[src/rtl/fetchflare_pref_issue_queue_pkg.sv]
// Shared widths, types and helpers for the prefetch issue queue.
// Captured addresses are stored line-aligned, so duplicate compares are plain equality.
package fetchflare_pref_pkg;
    localparam int NUM_STREAMS     = 4;
    localparam int ADDR_WIDTH      = 40;
    localparam int LINE_OFFSET     = 6;
    localparam int FIFO_DEPTH      = 4;
    localparam int MAX_OUTSTANDING = 8;

    localparam int STREAM_IDX_W = $clog2(NUM_STREAMS);
    localparam int OUTST_W      = $clog2(MAX_OUTSTANDING + 1);
    localparam int PTR_W        = $clog2(FIFO_DEPTH);
    localparam int CNT_W        = $clog2(FIFO_DEPTH + 1);

    typedef logic [ADDR_WIDTH-1:0]   addr_t;
    typedef logic [STREAM_IDX_W-1:0] stream_idx_t;

    typedef struct packed {
        addr_t       addr;
        stream_idx_t stream;
    } entry_t;

    function automatic addr_t line_align(input addr_t a);
        return {a[ADDR_WIDTH-1:LINE_OFFSET], {LINE_OFFSET{1'b0}}};
    endfunction
endpackage

[src/rtl/fetchflare_pref_issue_queue_if.sv]
// Arbiter-side and memory-side handshake bundle of the prefetch issue queue.
// The queue itself connects through the slave modport.
interface fetchflare_pref_issue_queue_if;
    import fetchflare_pref_pkg::*;

    logic [NUM_STREAMS-1:0]            grant;
    logic                              any_grant;
    logic [NUM_STREAMS*ADDR_WIDTH-1:0] stream_addr;
    logic [NUM_STREAMS-1:0]            stream_ack;
    logic                              arb_enable;
    logic                              mem_req_valid;
    logic                              mem_req_ready;
    addr_t                             mem_req_addr;
    stream_idx_t                       mem_req_stream;
    logic                              mem_resp_valid;

    modport master (
        output grant, any_grant, stream_addr, mem_req_ready, mem_resp_valid,
        input  stream_ack, arb_enable, mem_req_valid, mem_req_addr, mem_req_stream
    );

    modport slave (
        input  grant, any_grant, stream_addr, mem_req_ready, mem_resp_valid,
        output stream_ack, arb_enable, mem_req_valid, mem_req_addr, mem_req_stream
    );
endinterface

[src/rtl/fetchflare_pref_fifo.sv]
// Synchronous issue FIFO; exposes all slots plus an occupancy mask so the
// caller can compare a new line against everything still queued.
module fetchflare_pref_fifo
    import fetchflare_pref_pkg::*;
(
    input  logic                  clk,
    input  logic                  reset,
    input  logic                  push,
    input  entry_t                wr_entry,
    input  logic                  pop,
    output entry_t                rd_entry,
    output logic                  empty,
    output logic                  full,
    output logic [CNT_W-1:0]      count,
    output entry_t                entries [FIFO_DEPTH],
    output logic [FIFO_DEPTH-1:0] entry_valid
);
    entry_t             mem_q [FIFO_DEPTH];
    entry_t             mem_d [FIFO_DEPTH];
    logic [PTR_W-1:0]   wr_ptr_q, wr_ptr_d;
    logic [PTR_W-1:0]   rd_ptr_q, rd_ptr_d;
    logic [CNT_W-1:0]   count_q, count_d;
    logic [PTR_W-1:0]   rel_offs [FIFO_DEPTH];
    logic               do_push, do_pop;

    assign empty    = (count_q == '0);
    assign full     = (count_q == CNT_W'(FIFO_DEPTH));
    assign count    = count_q;
    assign rd_entry = mem_q[rd_ptr_q];
    assign entries  = mem_q;
    assign do_push  = push && !full;
    assign do_pop   = pop && !empty;

    // A slot is live when its distance from the read pointer is below the occupancy.
    always_comb begin
        for (int i = 0; i < FIFO_DEPTH; i++) begin
            rel_offs[i]    = PTR_W'(i) - rd_ptr_q;
            entry_valid[i] = ({1'b0, rel_offs[i]} < count_q);
        end
    end

    always_comb begin
        mem_d    = mem_q;
        wr_ptr_d = wr_ptr_q;
        rd_ptr_d = rd_ptr_q;
        count_d  = count_q;
        if (do_push) begin
            mem_d[wr_ptr_q] = wr_entry;
            wr_ptr_d        = wr_ptr_q + 1'b1;
        end
        if (do_pop) begin
            rd_ptr_d = rd_ptr_q + 1'b1;
        end
        case ({do_push, do_pop})
            2'b10:   count_d = count_q + 1'b1;
            2'b01:   count_d = count_q - 1'b1;
            default: count_d = count_q;
        endcase
    end

    always_ff @(posedge clk) begin
        if (reset) begin
            wr_ptr_q <= '0;
            rd_ptr_q <= '0;
            count_q  <= '0;
            for (int i = 0; i < FIFO_DEPTH; i++) begin
                mem_q[i] <= '0;
            end
        end else begin
            wr_ptr_q <= wr_ptr_d;
            rd_ptr_q <= rd_ptr_d;
            count_q  <= count_d;
            mem_q    <= mem_d;
        end
    end
endmodule

[src/rtl/fetchflare_pref_issue_queue.sv]
// Prefetch issue queue: captures the granted stream's line, drops duplicates,
// buffers it and issues to memory while tracking credits against responses.
module fetchflare_pref_issue_queue
    import fetchflare_pref_pkg::*;
(
    input  logic                         clk,
    input  logic                         reset,
    fetchflare_pref_issue_queue_if.slave bus,
    output logic [OUTST_W-1:0]           outstanding,
    output logic [15:0]                  dup_count,
    output logic                         resp_underflow
);
    entry_t                fifo_head;
    entry_t                fifo_entries [FIFO_DEPTH];
    logic [FIFO_DEPTH-1:0] fifo_valid;
    logic                  fifo_empty, fifo_full;
    logic [CNT_W-1:0]      fifo_count;

    logic [OUTST_W-1:0]    outstanding_q, outstanding_d;
    logic [15:0]           dup_count_q, dup_count_d;
    logic                  resp_underflow_q, resp_underflow_d;

    logic [OUTST_W:0]      credit_sum;
    logic                  accept, dup_hit, push, pop;
    addr_t                 cap_raw, cap_addr;
    stream_idx_t           cap_idx;
    entry_t                cap_entry;

    // Credits are judged on registered state only; a dequeue this cycle frees nothing yet.
    assign credit_sum     = (OUTST_W+1)'(fifo_count) + (OUTST_W+1)'(outstanding_q);
    assign bus.arb_enable = !fifo_full && (credit_sum < (OUTST_W+1)'(MAX_OUTSTANDING));
    assign accept         = bus.any_grant && bus.arb_enable;
    assign bus.stream_ack = bus.grant & {NUM_STREAMS{accept}};

    always_comb begin
        cap_raw = '0;
        cap_idx = '0;
        for (int i = 0; i < NUM_STREAMS; i++) begin
            if (bus.grant[i]) begin
                cap_raw = cap_raw | bus.stream_addr[i*ADDR_WIDTH +: ADDR_WIDTH];
                cap_idx = cap_idx | STREAM_IDX_W'(i);
            end
        end
        cap_addr = line_align(cap_raw);
        cap_entry.addr   = cap_addr;
        cap_entry.stream = cap_idx;
    end

    always_comb begin
        dup_hit = 1'b0;
        for (int i = 0; i < FIFO_DEPTH; i++) begin
            if (fifo_valid[i] && (fifo_entries[i].addr == cap_addr)) begin
                dup_hit = 1'b1;
            end
        end
    end

    assign push = accept && !dup_hit;
    assign pop  = bus.mem_req_valid && bus.mem_req_ready;

    fetchflare_pref_fifo u_fifo (
        .clk         (clk),
        .reset       (reset),
        .push        (push),
        .wr_entry    (cap_entry),
        .pop         (pop),
        .rd_entry    (fifo_head),
        .empty       (fifo_empty),
        .full        (fifo_full),
        .count       (fifo_count),
        .entries     (fifo_entries),
        .entry_valid (fifo_valid)
    );

    assign bus.mem_req_valid  = !fifo_empty;
    assign bus.mem_req_addr   = fifo_head.addr;
    assign bus.mem_req_stream = fifo_head.stream;

    always_comb begin
        outstanding_d    = outstanding_q;
        resp_underflow_d = resp_underflow_q;
        dup_count_d      = dup_count_q;
        case ({pop, bus.mem_resp_valid})
            2'b10: outstanding_d = outstanding_q + 1'b1;
            2'b01: begin
                if (outstanding_q == '0) begin
                    resp_underflow_d = 1'b1;
                end else begin
                    outstanding_d = outstanding_q - 1'b1;
                end
            end
            default: outstanding_d = outstanding_q;
        endcase
        if (accept && dup_hit && (dup_count_q != 16'hFFFF)) begin
            dup_count_d = dup_count_q + 16'd1;
        end
    end

    always_ff @(posedge clk) begin
        if (reset) begin
            outstanding_q    <= '0;
            dup_count_q      <= '0;
            resp_underflow_q <= 1'b0;
        end else begin
            outstanding_q    <= outstanding_d;
            dup_count_q      <= dup_count_d;
            resp_underflow_q <= resp_underflow_d;
        end
    end

    assign outstanding    = outstanding_q;
    assign dup_count      = dup_count_q;
    assign resp_underflow = resp_underflow_q;

    a_grant_onehot: assert property (@(posedge clk) disable iff (reset)
        bus.any_grant |-> $onehot(bus.grant));
endmodule

[src/flat_wrapper.sv]
// flat-port wrapper written by rule: the top's interface ports become plain ports
module fetchflare_pref_issue_queue_flat import fetchflare_pref_pkg::*;
  (clk, reset, outstanding, dup_count, resp_underflow, bus_grant, bus_any_grant, bus_stream_addr, bus_mem_req_ready, bus_mem_resp_valid, bus_stream_ack, bus_arb_enable, bus_mem_req_valid, bus_mem_req_addr, bus_mem_req_stream);
  fetchflare_pref_issue_queue_if bus_i ();
  input  logic clk;
  input  logic reset;
  output logic [OUTST_W-1:0] outstanding;
  output logic [15:0] dup_count;
  output logic resp_underflow;
  input wire logic [$bits(bus_i.grant)-1:0] bus_grant;
  input wire logic [$bits(bus_i.any_grant)-1:0] bus_any_grant;
  input wire logic [$bits(bus_i.stream_addr)-1:0] bus_stream_addr;
  input wire logic [$bits(bus_i.mem_req_ready)-1:0] bus_mem_req_ready;
  input wire logic [$bits(bus_i.mem_resp_valid)-1:0] bus_mem_resp_valid;
  output wire logic [$bits(bus_i.stream_ack)-1:0] bus_stream_ack;
  output wire logic [$bits(bus_i.arb_enable)-1:0] bus_arb_enable;
  output wire logic [$bits(bus_i.mem_req_valid)-1:0] bus_mem_req_valid;
  output wire logic [$bits(bus_i.mem_req_addr)-1:0] bus_mem_req_addr;
  output wire logic [$bits(bus_i.mem_req_stream)-1:0] bus_mem_req_stream;
  assign bus_i.grant = bus_grant;
  assign bus_i.any_grant = bus_any_grant;
  assign bus_i.stream_addr = bus_stream_addr;
  assign bus_i.mem_req_ready = bus_mem_req_ready;
  assign bus_i.mem_resp_valid = bus_mem_resp_valid;
  assign bus_stream_ack = bus_i.stream_ack;
  assign bus_arb_enable = bus_i.arb_enable;
  assign bus_mem_req_valid = bus_i.mem_req_valid;
  assign bus_mem_req_addr = bus_i.mem_req_addr;
  assign bus_mem_req_stream = bus_i.mem_req_stream;
  fetchflare_pref_issue_queue u_core (.clk(clk), .reset(reset), .bus(bus_i), .outstanding(outstanding), .dup_count(dup_count), .resp_underflow(resp_underflow));
endmodule
[config.mk]
export PLATFORM = sky130hd
export DESIGN_NAME = fetchflare_pref_issue_queue_flat
export DESIGN_NICKNAME = d
export VERILOG_FILES = /design/src/rtl/fetchflare_pref_issue_queue_pkg.sv /design/src/rtl/fetchflare_pref_issue_queue_if.sv /design/src/rtl/fetchflare_pref_fifo.sv /design/src/rtl/fetchflare_pref_issue_queue.sv /design/src/flat_wrapper.sv
export SDC_FILE = /design/constraint.sdc
export NUM_CORES = 1
export LEC_CHECK = 0
export ABC_AREA = 1
export BUFFER_PORTS_ARGS = -buffer_cell sky130_fd_sc_hd__buf_4
export CAP_MARGIN = 10
export CORE_UTILIZATION = 55
export CTS_BUF_LIST = sky130_fd_sc_hd__clkbuf_4
export CTS_CLUSTER_DIAMETER = 80
export DETAILED_ROUTE_END_ITERATION = 16
export PLACE_DENSITY = 0.76
export SLEW_MARGIN = 10
export SYNTH_ARGS = -nofsm -noshare
export SYNTH_HDL_FRONTEND = slang
export SYNTH_SLANG_ARGS = --single-unit
[constraint.sdc]
create_clock -name clk -period 4.55 [get_ports clk]
set_clock_uncertainty 0.15 [all_clocks]
set_input_delay 1.1375 -clock clk [delete_from_list [all_inputs] [get_ports clk]]
set_output_delay 1.1375 -clock clk [all_outputs]
set_load 0.01 [all_outputs]
Word-level counts from Yosys, hierarchy flattened
Index checks and enable logic that the tools add are counted.

word-level totals
  output and inout port bits = 69
  bits in registers = 196
  bits of input ports = 169

operators by class
  add/subtract/negate cells = 12
  eq/ne operators = 11
  bitwise logic cells = 6
  magnitude comparators = 8
  reductions and logical operators = 22
  multiplexer cells = 20

operators by type and width
  kind                     number
  $bwmux W168              1
  $eq A40 B40 Y1           4
  $mux W40                 4
  $mux W42                 3
  $or A40 B40 Y40          3
  $bmux W42 S2             1
  $demux W42 S2            1
  $add A16 B1 Y16 const B  1
  $ne A16 B16 Y1 const B   1
  $logic_and A1 B1 Y1      13
  $lt A2 B3 Y1             4
  $pmux W4 S2              1
  $ge A3 B3 Y1 const B     2
  $not A2 Y3               2
  $pmux W3 S2              1
  $add A3 B4 Y5            1
  $lt A5 B4 Y1 const B     1
  $mux W1                  5
  $add A2 B1 Y2 const B    2
  $add A4 B1 Y4 const B    1
  $and A4 B4 Y4            1
  $eq A2 B1 Y1 const B     2
  $eq A2 B2 Y1 const B     2
  $logic_not A4 Y1         1
  other kinds (14)         21

Logic depth before layout (Yosys ltp)
  depth after elaboration = 18
  gate-level depth with buffers = 25
  mapped depth without buffers = 23

Modules after synthesis
Synthesis repeated with hierarchy kept, for this count alone.

unflattened totals
  cell total of the unflattened synthesis = 2,585
  area, all modules = 14,545.2 µm²

modules (own cells, without submodules)
  module                       cells each  area an instance (µm²)  times used  seq. area each (µm²)
  fetchflare_pref_fifo         1,580       9,618.0                 1           3,503.4
  fetchflare_pref_issue_queue  1,005       4,927.2                 1           420.4

Worst setup path after synthesis
No wires, ideal clock.

  path kind = in2reg
  start point = input bus_grant[2]
  end point = register u_core.u_fifo.count_q[2], in the netlist u_core.u_fifo.count[2]
  setup slack = 0.600 ns
  required time = 4.278 ns
  data arrival time = 3.678 ns
  stages on the path = 22
  cell sequence = buf_4 -> buf_6 -> nand2_1 -> nand2_1 -> nor2_4 -> xor2_1 -> nand2_1 -> nor2_1 -> nand2_1 -> nor2_1 -> nand3b_1 -> nand2_2 -> nor2_8 -> buf_2 -> nand2_1 -> ha_1 -> inv_1 -> fa_1 -> a21oi_1 -> o21ai_0 -> o21ai_0 -> a21oi_1

between the ends
  word-level cells in the longest chain between the ends = 14
  elaborated cells on any way between the ends = 22
  classes of those cells = eq/ne (6); mux (7); bitwise (1); reduce/logical (8)

ends and longest elaborated chain
  item                                                      line                               text
  start, declared                                           flat_wrapper.sv:10                 input wire logic [$bits(bus_i.grant)-1:0] bus_grant;
  $mux W40 *                                                fetchflare_pref_issue_queue.sv:39  if (bus.grant[i]) begin
  $or A40 B40 Y40                                           fetchflare_pref_issue_queue.sv:40  cap_raw = cap_raw | bus.stream_addr[i*ADDR_WIDTH +: ADDR_WIDTH];
  $mux W40 *                                                fetchflare_pref_issue_queue.sv:39
  $eq A40 B40 Y1                                            fetchflare_pref_issue_queue.sv:52  if (fifo_valid[i] && (fifo_entries[i].addr == cap_addr)) begin
  $logic_and A1 B1 Y1                                       fetchflare_pref_issue_queue.sv:52
  $mux W1 (3 in a row)                                      fetchflare_pref_issue_queue.sv:52
  $mux W1 *                                                 fetchflare_pref_issue_queue.sv:52
  $logic_not A1 Y1 *                                        fetchflare_pref_issue_queue.sv:58  assign push = accept && !dup_hit;
  $logic_and A1 B1 Y1 *                                     fetchflare_pref_issue_queue.sv:58
  $logic_and A1 B1 Y1 *                                     fetchflare_pref_fifo.sv:31         assign do_push = push && !full;
  $eq A2 B1 Y1 / $eq A2 B2 Y1 (equally long branches)       fetchflare_pref_fifo.sv:54         case ({do_push, do_pop})
  $pmux W3 S2 / $reduce_bool A2 Y1 (equally long branches)  -
  end signal, assigned                                      fetchflare_pref_fifo.sv:72         count_q <= count_d;
  end, declared                                             fetchflare_pref_fifo.sv:22         logic [CNT_W-1:0] count_q, count_d;

Mark *: on every way between the ends. The rest lies on a longest branch, timed or not.
A chain may end at the register's enable or synchronous reset.

Worst setup path in the final report
  start point = input bus_grant[0]
  end point = register u_core.u_fifo.count_q[2], in the netlist u_core.u_fifo.count[2]

between the ends
  word-level cells in the longest chain between the ends = 18
  elaborated cells on any way between the ends = 26
  classes of those cells = eq/ne (6); mux (9); bitwise (3); reduce/logical (8)

ends and longest elaborated chain
  item                                                      line
  $mux W40 *                                                fetchflare_pref_issue_queue.sv:39
  $or A40 B40 Y40                                           fetchflare_pref_issue_queue.sv:40
  $mux W40 *                                                fetchflare_pref_issue_queue.sv:39
  $or A40 B40 Y40                                           fetchflare_pref_issue_queue.sv:40
  $mux W40 *                                                fetchflare_pref_issue_queue.sv:39
  $or A40 B40 Y40                                           fetchflare_pref_issue_queue.sv:40
  $mux W40 *                                                fetchflare_pref_issue_queue.sv:39
  $eq A40 B40 Y1                                            fetchflare_pref_issue_queue.sv:52
  $logic_and A1 B1 Y1                                       fetchflare_pref_issue_queue.sv:52
  $mux W1 (3 in a row)                                      fetchflare_pref_issue_queue.sv:52
  $mux W1 *                                                 fetchflare_pref_issue_queue.sv:52
  $logic_not A1 Y1 *                                        fetchflare_pref_issue_queue.sv:58
  $logic_and A1 B1 Y1 *                                     fetchflare_pref_issue_queue.sv:58
  $logic_and A1 B1 Y1 *                                     fetchflare_pref_fifo.sv:31
  $eq A2 B1 Y1 / $eq A2 B2 Y1 (equally long branches)       fetchflare_pref_fifo.sv:54
  $pmux W3 S2 / $reduce_bool A2 Y1 (equally long branches)  -

Marked as above.

==> results.cfg <==
[pwr]
max-vdd-ir-drop_mv = 0.4009
p_leak_nw = 7.674
power_share_of_the_clock_group = 0.159
fin_total_pwr_mw = 7.078
power_density_nw_per_um2 = 465.2
cell_internal_pwr_mw = 3.625
switching_share = 0.4878
net-switching-power_mw = 3.453
p_comb_frac = 0.540
seqPwrFrac = 0.301

[synth]
synth-compound-area-share = 0.08652
fraction_of_registers_with_async_set_reset = 0
synth-edff-count = 0
synth-main-ff-cell = dfxtp_1
synth-seq-cells = 172
yosysWarningCount = 0
synthDistinctLibCells = 40
simple_gate_area_share_of_the_yosys_netlist = 0.4484
netlist_top_cells_area = dfxtp_1 (26%), nand2_1 (23%), inv_1 (9.4%)
post_synth.cell_area_avg_um2 = 5.844
synthXorXnorAreaFrac = 0.03409
yosysTopAreaCell = dfxtp_1
synthAdderAreaFrac = 0.01642
synth.yosys.seq_area_share = 0.2628
synth_top_family_by_area = simple AND/OR/NAND/NOR gates
synthCells = 2242
synth_largest_type_area_fraction = 0.2628
share_of_cell_area_taken_by_muxes_after_synthesis = 0
mapped_cell_area_um2 = 13100

[sta]
clock.fmax_mhz = 255.8
fin_tns_setup_ns = 0
final_period_minus_worst_setup_slack_ns = 3.909
rsz0062_at_grt = false
final_max_slew_viol_count = 0
fin_ws_ns = 0.6409
setup_viol = 0
final_hold_viol_count = 0
tightestPinTransition_ns = 0.9918
slew_headroom = 0.3388
final.period_utilization = 0.8592

[floorplanning]
floorplan.initialDensity = 0.5599
area_enclosed_by_the_die_boundary_um2 = 24440
floorplan.rows = 56
placeableCoreArea_um2 = 23400
pin_count = 238
die-width_um = 156.3
die_h_um = 156.3

[finish]
nNetsFinal = 2581
syn2layout_area_growth_pct = 16.13
fin_util = 0.6502
layoutNonFillerInstCount = 2729
post_route_cells_drive_above_1_share = 0.1512

[global_route]
grt_pass1_vias = 13620
grt_antenna_before_repair = 1
gr-total-overflow = 0
grt_first_pass_wirelength_mm = 72.77
largest_net_degree_at_the_start_of_global_routing = 119
grt.total_usage = 0.3865

[outcome]
outcome = complete, no violations

[route]
drt_wl_total_mm = 47.19
antenna_left = 0
dr.pass1.iters = 6
drc = 0
routed_via_density = 5.517
routed-via-count = 15060
wl_per_cell_um = 17.29
drt_iter0_drc = 1582

[critical_path]
r2r_start = u_core.u_fifo.rd_ptr_q[0]
critical_path_arrival_ns = 4.28
top_fanout_value_on_the_critical_path = 35
worstPathRequired_ns = 4.92
worst_setup_ep_type = register
timing.setup.critical_path_class = input pin to register
start_kind = input pin
setup.worst_path.start = bus_grant[0]

[clock_tree]
post_cts.repair.setup_buffers = 0
cts.clk_slew.worst_paths_ns = 0.17
cts-resized-gates = 0
worst_skew_pair.late_latency_ns = 0.60
cts.path.max_buffers = 2
clock-sinks = 172
tritoncts = built
clock_root_buffer = clkbuf_4
h-tree-depth = 4
postCtsHoldBufs = 0
numCtsBuffers = 17

[min_path]
hold_wc_path_type = register to register
worst_hold_startpoint = u_core.dup_count[15]

[placed_design]
io_buffer_count = 207
dpl_worst_slack_ns = 0.03623
numPlacedInstances = 2696
place_congestion = 0.9730
dp.final_hpwl_mm = 31.88

[flow_run]
drv.max_cap_violation_count = 0
[routing by layer]
| metal | vias up | routed length [um] | track usage |
|---|---|---|---|
| li1 | 7309 | - | - |
| met1 | 6748 | 18660 | 0.4947 |
| met3 | 136 | 5452 | 0.08197 |
| met4 | 0 | 1723 | 0.1648 |
| met2 | 862 | 21350 | 0.6271 |
| met5 | - | 0 | 0 |
[Yosys cell counts, types with 2 or more instances]
cell and count:
nand2_1 801, inv_1 329, nor2_1 274, dfxtp_1 172, nand4_1 172, o21ai_0 72
xor2_1 47, clkbuf_1 44, a22oi_1 36, o221ai_1 36, a21oi_1 29, nand3_1 28
inv_2 27, buf_2 26, nor2_4 24, buf_1 22, buf_6 18, nand2_2 15
ha_1 14, buf_4 8, nor2_2 8, and2_1 7, nor3_1 4, xnor2_1 4
nand3_2 3, nor4_1 3, clkinv_1 2, fa_1 2, nand3b_1 2, nor2_8 2
o21ai_1 2
[worst paths after layout]
path	end	slack [ns]	cells past startpoint
worst min-delay path	u_core.dup_count[15]	0.35	2
worst max-delay path	u_core.u_fifo.count[2]	0.64	20
worst min register to register	u_core.dup_count[15]	0.35	2
worst max register to register	u_core.u_fifo.count[2]	0.72	23
[area by class of cell]
cell class                 instances  area [um2]
fill                            2271        8187
inverter                         358        1349
clock inverter                    14       231.5
clock buffer                      17       127.6
multi-input combinational       1599        7699
timing repair buffer             248        1962
antenna                            2       5.005
tap                              319       399.1
sequential                       172        3443
[critical path, cell delays in order]
cell and delay (ns):
buf_4 0.25, nand2_1 0.12, nand2_1 0.15, o21ai_0 0.43, nand2_1 0.11, nor2_1 0.10
nand2_1 0.08, nor2_1 0.21, nand2_1 0.08, nand3b_1 0.17, nand2_2 0.12, nor2_8 0.05
nand2_1 0.15, ha_1 0.18, inv_1 0.07, fa_1 0.38, a21oi_1 0.14, o21ai_0 0.11
o21ai_0 0.16, a21oi_1 0.05
[logic make-up (layout without fill, tap and decap cells)]
group                      Yosys count  count (layout)
xor gates and xnor gates            51              51
adders and majority gates           16              16
DFF                                172             172
other                                1               8
and+or+nand+nor                   1347            1347
AOI/OAI and AO/OA                  179             179
buffers and inverters              476             637
[per-stage QoR]
step,hold slack (ns),area (um2)
2_1_floorplan,0.3170,13120
3_3_place_gp,0.3110,14850
3_5_place_dp,0.3178,14850
4_1_cts,0.3512,15210
5_1_grt,0.3737,15220
6_report,0.3450,15220
[power by group through the flow]
stage	clock [mW]	sequential (mW)	combinational, mW
after global placement	0	2.14	3.64
after CTS	1.13	2.11	3.72
after detailed placement	0	2.15	3.71
after floorplan	0	2.07	2.37
after global routing	1.20	2.17	4.14
final	1.13	2.13	3.82
[sequential cells by signal, summed over array words and instances, names as in the netlist]
| register | flops |
|---|---|
| u_core.u_fifo.count | 3 |
| u_core.u_fifo.entries | 144 |
| u_core.u_fifo.wr_ptr_q | 2 |
| u_core.u_fifo.rd_ptr_q | 2 |
| u_core.resp_underflow | 1 |
| u_core.dup_count | 16 |
| u_core.outstanding | 4 |
[layout by cell type, fill, tap and decap left out, drive strengths merged, types with 2 or more instances in the layout]
cell type	count
xor2	47
and2	8
ha	14
o21ai	74
xnor2	4
nand4	173
dfxtp	172
buf	248
nor3	4
nor4	3
clkinv	4
nand2	816
clkbuf	17
nor2	308
o221ai	36
nand3	32
diode	2
conb	6
a21oi	29
fa	2
bufinv	5
inv	363
a22oi	36
nand3b	2
No activity file was read; power rests on OpenSTA's default activity.
